$ cat src/rtl/eth_reply_builder.sv
// ARP / ICMP echo reply frame builder: 32-bit sop/eop/vld/rdy stream to the MAC TX,
// word 0 carries a 2-byte zero prefix. Define ETH_TX_PAD_EN to zero-pad frames through w15.
module eth_reply_builder #(
    parameter int IP_TTL    = 64,
    parameter int MAX_WORDS = 64
) (
    input  logic        clk,
    input  logic        rst_n,
    input  logic [47:0] i_self_mac,
    input  logic [31:0] i_self_ip,
    input  logic        i_arp_req_flag,
    input  logic [47:0] i_arp_req_mac,
    input  logic [31:0] i_arp_req_ip,
    output logic        o_clear_arp,
    input  logic        i_ping_req_flag,
    input  logic [47:0] i_ping_req_mac,
    input  logic [31:0] i_ping_req_ip,
    input  logic [7:0]  i_ping_size,
    input  logic [31:0] i_ping_data,
    output logic        o_ping_rd,
    output logic        o_clear_ping,
    output logic [31:0] o_tx_data,
    output logic        o_tx_sop,
    output logic        o_tx_eop,
    output logic        o_tx_vld,
    input  logic        i_tx_rdy
);

    localparam logic [7:0] TTL_B      = 8'(IP_TTL);
    localparam logic [7:0] MAX_B      = 8'(MAX_WORDS);
    localparam logic [7:0] ARP_LAST   = 8'd10;
    localparam logic [7:0] PAY_FIRST  = 8'd9;

    typedef enum logic [2:0] {
        S_IDLE,
        S_LATCH,
        S_CSUM,
        S_SEND,
        S_DONE,
        S_DROP
    } state_t;

    state_t      state_q, state_d;
    logic        sel_arp_q, sel_arp_d;
    logic [47:0] peer_mac_q, peer_mac_d;
    logic [31:0] peer_ip_q, peer_ip_d;
    logic [7:0]  size_q, size_d;
    logic [15:0] csum_q, csum_d;
    logic [7:0]  word_q, word_d;
    logic [7:0]  last_word_q, last_word_d;

    logic [15:0] total_len;
    logic [31:0] hdr_sum;
    logic [16:0] hdr_fold1;
    logic [15:0] hdr_fold2;
    logic [15:0] hdr_csum;
    logic [16:0] echo_sum;
    logic [15:0] echo_csum;
    logic [7:0]  payload_end;
    logic        in_payload;
    logic        ping_bad_size;
    logic [31:0] frame_word;

    // IPv4 header checksum; the checksum halfword itself is taken as zero
    assign total_len = 16'd20 + {6'd0, size_q, 2'b00};
    assign hdr_sum   = 32'h0000_4500 + {16'd0, total_len} + 32'h0000_4000
                     + {16'd0, TTL_B, 8'h01}
                     + {16'd0, i_self_ip[31:16]} + {16'd0, i_self_ip[15:0]}
                     + {16'd0, peer_ip_q[31:16]} + {16'd0, peer_ip_q[15:0]};
    assign hdr_fold1 = {1'b0, hdr_sum[15:0]} + {1'b0, hdr_sum[31:16]};
    assign hdr_fold2 = hdr_fold1[15:0] + {15'd0, hdr_fold1[16]};
    assign hdr_csum  = ~hdr_fold2;

    // Echo request -> reply: type drops from 8 to 0, so the checksum rises by 0x0800
    assign echo_sum  = {1'b0, i_ping_data[15:0]} + 17'h0_0800;
    assign echo_csum = echo_sum[15:0] + {15'd0, echo_sum[16]};

    assign payload_end   = 8'd8 + size_q;
    assign in_payload    = !sel_arp_q && (word_q >= PAY_FIRST) && (word_q <= payload_end);
    assign ping_bad_size = (i_ping_size < 8'd2) || (i_ping_size > MAX_B);

    always_ff @(posedge clk or negedge rst_n) begin
        if (!rst_n) begin
            state_q <= S_IDLE;
        end else begin
            state_q <= state_d;
        end
    end

    always_comb begin
        state_d = state_q;
        case (state_q)
            S_IDLE: begin
                if (i_arp_req_flag || i_ping_req_flag) begin
                    state_d = S_LATCH;
                end
            end
            S_LATCH: begin
                if (!sel_arp_q && ping_bad_size) begin
                    state_d = S_DROP;
                end else begin
                    state_d = S_CSUM;
                end
            end
            S_CSUM:  state_d = S_SEND;
            S_SEND: begin
                if ((word_q == last_word_q) && i_tx_rdy) begin
                    state_d = S_DONE;
                end
            end
            S_DONE:  state_d = S_IDLE;
            S_DROP:  state_d = S_IDLE;
            default: state_d = S_IDLE;
        endcase
    end

    always_comb begin
        o_tx_vld     = 1'b0;
        o_tx_sop     = 1'b0;
        o_tx_eop     = 1'b0;
        o_tx_data    = '0;
        o_ping_rd    = 1'b0;
        o_clear_arp  = 1'b0;
        o_clear_ping = 1'b0;
        case (state_q)
            S_SEND: begin
                o_tx_vld  = 1'b1;
                o_tx_sop  = (word_q == 8'd0);
                o_tx_eop  = (word_q == last_word_q);
                o_tx_data = frame_word;
                o_ping_rd = in_payload && i_tx_rdy;
            end
            S_DONE: begin
                o_clear_arp  = sel_arp_q;
                o_clear_ping = !sel_arp_q;
            end
            S_DROP:  o_clear_ping = 1'b1;
            default: ;
        endcase
    end

    always_ff @(posedge clk or negedge rst_n) begin
        if (!rst_n) begin
            sel_arp_q   <= 1'b0;
            peer_mac_q  <= '0;
            peer_ip_q   <= '0;
            size_q      <= '0;
            csum_q      <= '0;
            word_q      <= '0;
            last_word_q <= '0;
        end else begin
            sel_arp_q   <= sel_arp_d;
            peer_mac_q  <= peer_mac_d;
            peer_ip_q   <= peer_ip_d;
            size_q      <= size_d;
            csum_q      <= csum_d;
            word_q      <= word_d;
            last_word_q <= last_word_d;
        end
    end

    always_comb begin
        sel_arp_d   = sel_arp_q;
        peer_mac_d  = peer_mac_q;
        peer_ip_d   = peer_ip_q;
        size_d      = size_q;
        csum_d      = csum_q;
        word_d      = word_q;
        last_word_d = last_word_q;
        case (state_q)
            S_IDLE: begin
                word_d = '0;
                if (i_arp_req_flag) begin
                    sel_arp_d = 1'b1;
                end else if (i_ping_req_flag) begin
                    sel_arp_d = 1'b0;
                end
            end
            S_LATCH: begin
                if (sel_arp_q) begin
                    peer_mac_d  = i_arp_req_mac;
                    peer_ip_d   = i_arp_req_ip;
                    size_d      = '0;
                    last_word_d = ARP_LAST;
                end else begin
                    peer_mac_d  = i_ping_req_mac;
                    peer_ip_d   = i_ping_req_ip;
                    size_d      = i_ping_size;
                    last_word_d = 8'd8 + i_ping_size;
                end
`ifdef ETH_TX_PAD_EN
                if (last_word_d < 8'd15) begin
                    last_word_d = 8'd15;
                end
`endif
            end
            S_CSUM:  csum_d = hdr_csum;
            S_SEND: begin
                if (i_tx_rdy) begin
                    word_d = word_q + 8'd1;
                end
            end
            default: ;
        endcase
    end

    // Frame word by index; anything past the data (pad words) reads as zero
    always_comb begin
        frame_word = '0;
        case (word_q)
            8'd0:  frame_word = {16'h0000, peer_mac_q[47:32]};
            8'd1:  frame_word = peer_mac_q[31:0];
            8'd2:  frame_word = i_self_mac[47:16];
            8'd3:  frame_word = {i_self_mac[15:0], sel_arp_q ? 16'h0806 : 16'h0800};
            8'd4:  frame_word = sel_arp_q ? 32'h0001_0800 : {8'h45, 8'h00, total_len};
            8'd5:  frame_word = sel_arp_q ? 32'h0604_0002 : 32'h0000_4000;
            8'd6:  frame_word = sel_arp_q ? i_self_mac[47:16] : {TTL_B, 8'h01, csum_q};
            8'd7:  frame_word = sel_arp_q ? {i_self_mac[15:0], i_self_ip[31:16]} : i_self_ip;
            8'd8:  frame_word = sel_arp_q ? {i_self_ip[15:0], peer_mac_q[47:32]} : peer_ip_q;
            8'd9:  frame_word = sel_arp_q ? peer_mac_q[31:0]
                                          : {8'h00, i_ping_data[23:16], echo_csum};
            8'd10: begin
                if (sel_arp_q) begin
                    frame_word = peer_ip_q;
                end else if (in_payload) begin
                    frame_word = i_ping_data;
                end
            end
            default: begin
                if (in_payload) begin
                    frame_word = i_ping_data;
                end
            end
        endcase
    end

endmodule

$ cat config.mk
export PLATFORM = sky130hd
export DESIGN_NAME = eth_reply_builder
export DESIGN_NICKNAME = d
export VERILOG_FILES = /design/src/rtl/eth_reply_builder.sv
export SDC_FILE = /design/constraint.sdc
export NUM_CORES = 1
export LEC_CHECK = 0
export BUFFER_PORTS_ARGS = -buffer_cell sky130_fd_sc_hd__buf_4
export CORE_MARGIN = 2
export CORE_UTILIZATION = 45
export DETAILED_ROUTE_END_ITERATION = 8
export PLACE_DENSITY = 0.81
export SYNTH_ARGS = -nofsm -noshare
export SYNTH_HDL_FRONTEND = slang
export SYNTH_SLANG_ARGS = --single-unit
$ cat constraint.sdc
create_clock -name clk -period 14 [get_ports clk]
set_input_delay 0.7 -clock clk [delete_from_list [all_inputs] [get_ports clk]]
set_output_delay 0.7 -clock clk [all_outputs]
set_load 0.02 [all_outputs]
* Word level (Yosys, flattened, before mapping)
Index checks and enable logic that the tools add are counted.
** Operators by class
- Add/subtract/negate cells :: 15
- Multiplexer cells :: 29
- Magnitude comparators :: 4
- Equality and inequality tests :: 19
- Bitwise logic cells :: 1
- Reduce and logical (&&, ||, !) cells :: 15
** Operators by type and width (count)
- 32-bit one-hot mux with 11 select lines :: 1
- 32-bit two-way mux :: 8
- 48-bit two-way mux :: 1
- 16-bit by 1-bit adder with 16-bit output :: 2
- 8-bit by 3-bit == test with 1-bit output (second input constant) :: 4
- 31-bit two-way mux :: 1
- 27-bit two-way mux :: 1
- 8-bit by 4-bit == test with 1-bit output (second input constant) :: 3
- 8-bit two-way mux :: 3
- 21-bit by 16-bit adder with 22-bit output :: 1
- 20-bit by 16-bit adder with 21-bit output :: 1
- 19-bit by 16-bit adder with 20-bit output :: 1
- 18-bit by 16-bit adder with 19-bit output :: 1
- 17-bit by 15-bit adder with 18-bit output (second input constant) :: 1
- 16-bit by 12-bit adder with 17-bit output (second input constant) :: 1
- 16-bit by 15-bit adder with 17-bit output (second input constant) :: 1
- 16-bit by 6-bit adder with 17-bit output :: 1
- 15-bit by 11-bit adder with 16-bit output (first input constant) :: 1
- 4-bit by 8-bit adder with 8-bit output (first input constant) :: 2
- 8-bit by 2-bit == test with 1-bit output (second input constant) :: 2
- 16-bit inverter :: 1
- 8-bit one-hot mux with 2 select lines :: 1
- 3-bit two-way mux :: 4
- 3-bit one-hot mux with 4 select lines :: 1
- 21 further kinds :: 39
** Storage, ports and cells
- Bits of input ports :: 285
- Word-level logic and storage cells :: 91
- Register bits after elaboration :: 124

* Longest topological paths before layout
- Depth in word-level cells :: 11
- Mapped depth :: 35

* Worst setup path after synthesis
Ideal clock, no wire load.
- Path type :: register to register
- From :: register size_q[0]
- To :: register csum_q[15]
- Data required time :: 13.896 ns
- Setup time :: 0.104 ns
- Cell stages (with the launch flop) :: 35
- Buffers on the path :: 0
- Clock period less this slack :: 7.818 ns
- Data arrival time :: 7.715 ns
- Path slack :: 6.182 ns
- Cell sequence :: dfrtp_1 -> ha_1 -> o2111ai_1 -> xor2_1 -> fa_1 -> inv_1 -> fa_1 -> inv_1 -> fa_1 -> inv_1 -> ha_1 -> a21oi_1 -> o21ai_0 -> a2111oi_1 -> o31ai_1 -> a21oi_1 -> o21bai_1 -> a21oi_1 -> xnor2_1 -> inv_1 -> fa_1 -> nor2b_1 -> o211ai_1 -> nand2b_1 -> nor2_1 -> inv_1 -> nor4_1 -> ha_1 -> nor2b_1 -> and2b_2 -> and4b_1 -> a21boi_4 -> nand2_2 -> or3_1 -> o311ai_1
** On the way
- Longest elaborated chain between the ends :: 11
** RTL lines
- start: declaration :: RTL line 47 : logic [7:0] size_q, size_d;
- start signal: assignment :: RTL line 155 : size_q <= size_d;
- 5-bit by 10-bit adder with 11-bit output :: RTL line 65 : assign total_len = 16'd20 + {6'd0, size_q, 2'b00};
- 15-bit by 11-bit adder with 16-bit output :: RTL line 66 : assign hdr_sum = 32'h0000_4500 + {16'd0, total_len} + 32'h0000_4000
- 16-bit by 15-bit adder with 17-bit output :: RTL line 66
- 17-bit by 15-bit adder with 18-bit output :: RTL line 67 : + {16'd0, TTL_B, 8'h01}
- 18-bit by 16-bit adder with 19-bit output :: RTL line 68 : + {16'd0, i_self_ip[31:16]} + {16'd0, i_self_ip[15:0]}
- 19-bit by 16-bit adder with 20-bit output :: RTL line 68
- 20-bit by 16-bit adder with 21-bit output :: RTL line 69 : + {16'd0, peer_ip_q[31:16]} + {16'd0, peer_ip_q[15:0]};
- 21-bit by 16-bit adder with 22-bit output :: RTL line 69
- 16-bit by 6-bit adder with 17-bit output :: RTL line 70 : assign hdr_fold1 = {1'b0, hdr_sum[15:0]} + {1'b0, hdr_sum[31:16]};
- 16-bit by 1-bit adder with 16-bit output :: RTL line 71 : assign hdr_fold2 = hdr_fold1[15:0] + {15'd0, hdr_fold1[16]};
- 16-bit inverter :: RTL line 72 : assign hdr_csum = ~hdr_fold2;
- end signal: assignment :: RTL line 156 : csum_q <= csum_d;
- end: declaration :: RTL line 48 : logic [15:0] csum_q, csum_d;
No other way between the ends.
A chain may end at the register's enable or synchronous reset.

* Final worst setup path
Same ends and word-level chain as after synthesis.

==> results by group <==
Outcome
  • Status: completed

Job
  • Max-cap viol count: 0

Hold path
  • Hold WC Path Type: input pin to asynchronous set/reset pin

Die
  • # IOs: 323
  • Starting Density: 45.4%
  • Die span in y: 165 µm
  • Die ar.: 0.0273 mm²
  • Die X: 165 µm
  • Floorplan row count: 59
  • Core ar.: 0.0258 mm²

Timing
  • Endpoints failing setup: 0
  • Fmax: 110 MHz
  • Setup tns final: 0 ns
  • Final Cycle Share: 64.7%
  • Worst-Margin Slew: 1.26 ns
  • Final hold vios: 0
  • Tmin final: 9.06 ns
  • Final slew viol count: 0
  • Unrepaired setup endpoints after global routing: no
  • Max-slew headroom: 14.9%
  • Worst Skew: 0.0223 ns

Synth
  • Top post-synthesis cells by area: dfrtp_1 (26%), mux2i_1 (7.3%), fa_1 (7.2%)
  • Post-Synthesis Cells: 1421
  • Syn. warnings: 0
  • Post-Syn Area per Cell: 8.23 µm²
  • Syn Nets: 1809
  • Seq/Total Area, Yosys: 26.1%
  • Count of cell types in the netlist: 85
  • Post-synthesis cell type with the largest combined area: dfrtp_1
  • FF+latch count, synth: 122
  • Number of flops mapped to enable cells by yosys: 0
  • Leading register cell type out of synthesis: dfrtp_1
  • Fraction of registers with async set/reset: 100%
  • Synth Cell Area: 0.0117 mm²
  • Synth top area share: 26.1%

Layout
  • Sequential Area: 0.00306 mm²
  • Syn-to-layout area delta: 28.8%
  • Multi-input logic area: 0.00792 mm²
  • Fraction of layout cells with a size suffix above 1: 24.4%
  • Nets: 2091
  • # fillers: 2309

Critical path
  • Startpoint types: flip-flop
  • CP peak stage delay: 0.61 ns
  • Critical Path Fanout Max: 7
  • Reg2Reg Depth: 34
  • WP depth: 34
  • Worst path slowest cell: a2111oi_1
  • Worst setup startpoint: size_q[0]
  • Worst setup EP type: flip-flop
  • Crit path kind: flip-flop to flip-flop
  • CP dominant cell by count: inv_1
  • RR Startpoint: size_q[0]
  • Crit-path leading delay family: adder cells
  • Critical Path RT: 14.34 ns
  • Buf+Inv Stages, Crit Path: 5
  • Worst EP arrival: 9.39 ns

Clock tree
  • CTS tree: built
  • Root Buffer: clkbuf_16
  • Sink Count: 122
  • H-tree depth: 4
  • Total CTS buffers: 17
  • Post-CTS Setup Bufs: 0
  • Reg clk slew, reported paths: 0.07 ns
  • Clk_lat worst skew: 0.45 ns
  • Cts-stage hold buffer count: 0
  • Post-cts sizing count: 0
  • Clk buf depth: 2

Detailed routing
  • DR WL/cell: 25.7 µm
  • Remaining DRCs: 0
  • Avg Vias per Cell: 6.38
  • Final antenna-violating net count: 0
  • Final WL: 52800 µm
  • DRT iter0 DRCs: 1750
  • First-pass detailed-route iteration total: 8
  • Via count: 13100

Global routing
  • First-pass GRT wire length: 77000 µm
  • Antenna violations before repair: 2
  • Gr ovfl total: 0
  • Gr usage total: 38.6%
  • Largest net degree at the start of global routing: 106
  • Vias in the first global route: 12800

Place
  • PortBufs: 322
  • DP Wirelength: 40800 µm
  • GP Congestion: 1.03
-- layout make-up --
type                       instances  share of cell area (%)
sequential                       122                    20.3
tap                              335                    2.78
clock buffer                      18                    2.85
multi-input combinational       1088                    52.6
timing repair buffer             344                    17.1
clock inverter                    14                    1.06
antenna                            2                  0.0332
inverter                         130                    3.24
-- registers in the layout, summed over array words and instances (netlist names) --
name	flops
csum_q	16
last_word_q	6
peer_ip_q	32
peer_mac_q	48
sel_arp_q	1
size_q	8
state_q	3
word_q	8
-- worst paths after layout --
path                                  endpoint  slack, ns
worst min register to register       csum_q[6]       0.48
worst max register to register      csum_q[15]       4.94
max in group asynchronous            sel_arp_q      12.18
min in group clk                     sel_arp_q       0.47
worst min-delay path            last_word_q[5]       0.30
worst max-delay path                csum_q[15]       4.94
-- cells in the final DEF, fill, tap and decap left out, types with 7 or more instances in the layout --
master     synthesis  routed
dfrtp_1          122     121
fa_1              42      42
ha_1              61      61
nand2_1          183     182
buf_4              0     344
inv_1            129     129
a22o_1            29      29
xnor2_1           36      36
nand3_1           50      50
a221oi_1          24      24
nor3_1            23      19
nor2_1            84      80
a22oi_1           45      45
o211ai_1          11      11
nor2b_1            9       9
xor2_1            23      23
a31oi_1           15      15
a32o_1             7       7
clkbuf_16          0      17
mux2i_1           85      85
o21ai_0          133     133
nor4_1             8       8
a21oi_1           62      62
nand4_1           11      11
a222oi_1          22      22
-- through the flow --
| step | setup slack, ns | util, % | cells | hold slack (ns) | area (µm²) |
|---|---|---|---|---|---|
| finish | 4.94 | 58.5 | 2053 | 0.302 | 15100 |
| floorplan | 6.18 | - | 1421 | 0.404 | 11700 |
| CTS | 5.02 | 58.5 | 2051 | 0.333 | 15100 |
| detailed placement | 5.06 | 56.2 | 2019 | 0.470 | 14500 |
| global route | 4.35 | 58.5 | 2052 | 0.362 | 15100 |
| global placement | 5.27 | 56.2 | 2019 | 0.464 | 14500 |
-- worst reg2reg max path, delay by kind of cell, from the launching register on --
kind,cells,cell delay (ns)
XOR/XNOR,2,0.35
AO/OA/AOI/OAI,11,2.80
flip-flops,1,0.44
AND/OR/NAND/NOR,9,2.23
buffers and inverters,5,0.32
adder cells (fa/ha/maj),7,2.83
-- Yosys cell counts (15+ instances only) --
| cell | instances |
|---|---|
| a21oi_1 | 62 |
| a221oi_1 | 24 |
| o21ai_0 | 133 |
| nor3_1 | 23 |
| nand2_1 | 183 |
| xor2_1 | 23 |
| a31oi_1 | 15 |
| a22oi_1 | 45 |
| dfrtp_1 | 122 |
| xnor2_1 | 36 |
| ha_1 | 61 |
| fa_1 | 42 |
| a222oi_1 | 22 |
| inv_1 | 129 |
| nand3_1 | 50 |
| nor2_1 | 84 |
| mux2i_1 | 85 |
| clkbuf_1 | 71 |
| a22o_1 | 29 |
-- logic make-up after synthesis --
family / count (synthesis) / share of synthesized area [%]
xor gates and xnor gates: 61 / 4.79
buffers and inverters: 211 / 6.92
AOI/OAI and AO/OA: 421 / 24.8
adders and majority gates: 103 / 13.7
DFF: 122 / 26.1
muxes: 88 / 7.56
and+or+nand+nor: 415 / 16.2
-- per-layer routing --
layer | wire [µm] | vias to the layer above | share of wire [%] | track usage, %
li1 | - | 5691 | - | -
met1 | 19600 | 6214 | 37 | 48.7
met2 | 23200 | 974 | 44 | 58.3
met3 | 6610 | 219 | 13 | 11.9
met4 | 3400 | 0 | 6.4 | 22.3
met5 | 0 | - | 0 | 0
Power is not shown: default switching activity piles up to over one toggle a cycle in this logic, so the estimate is an artifact.
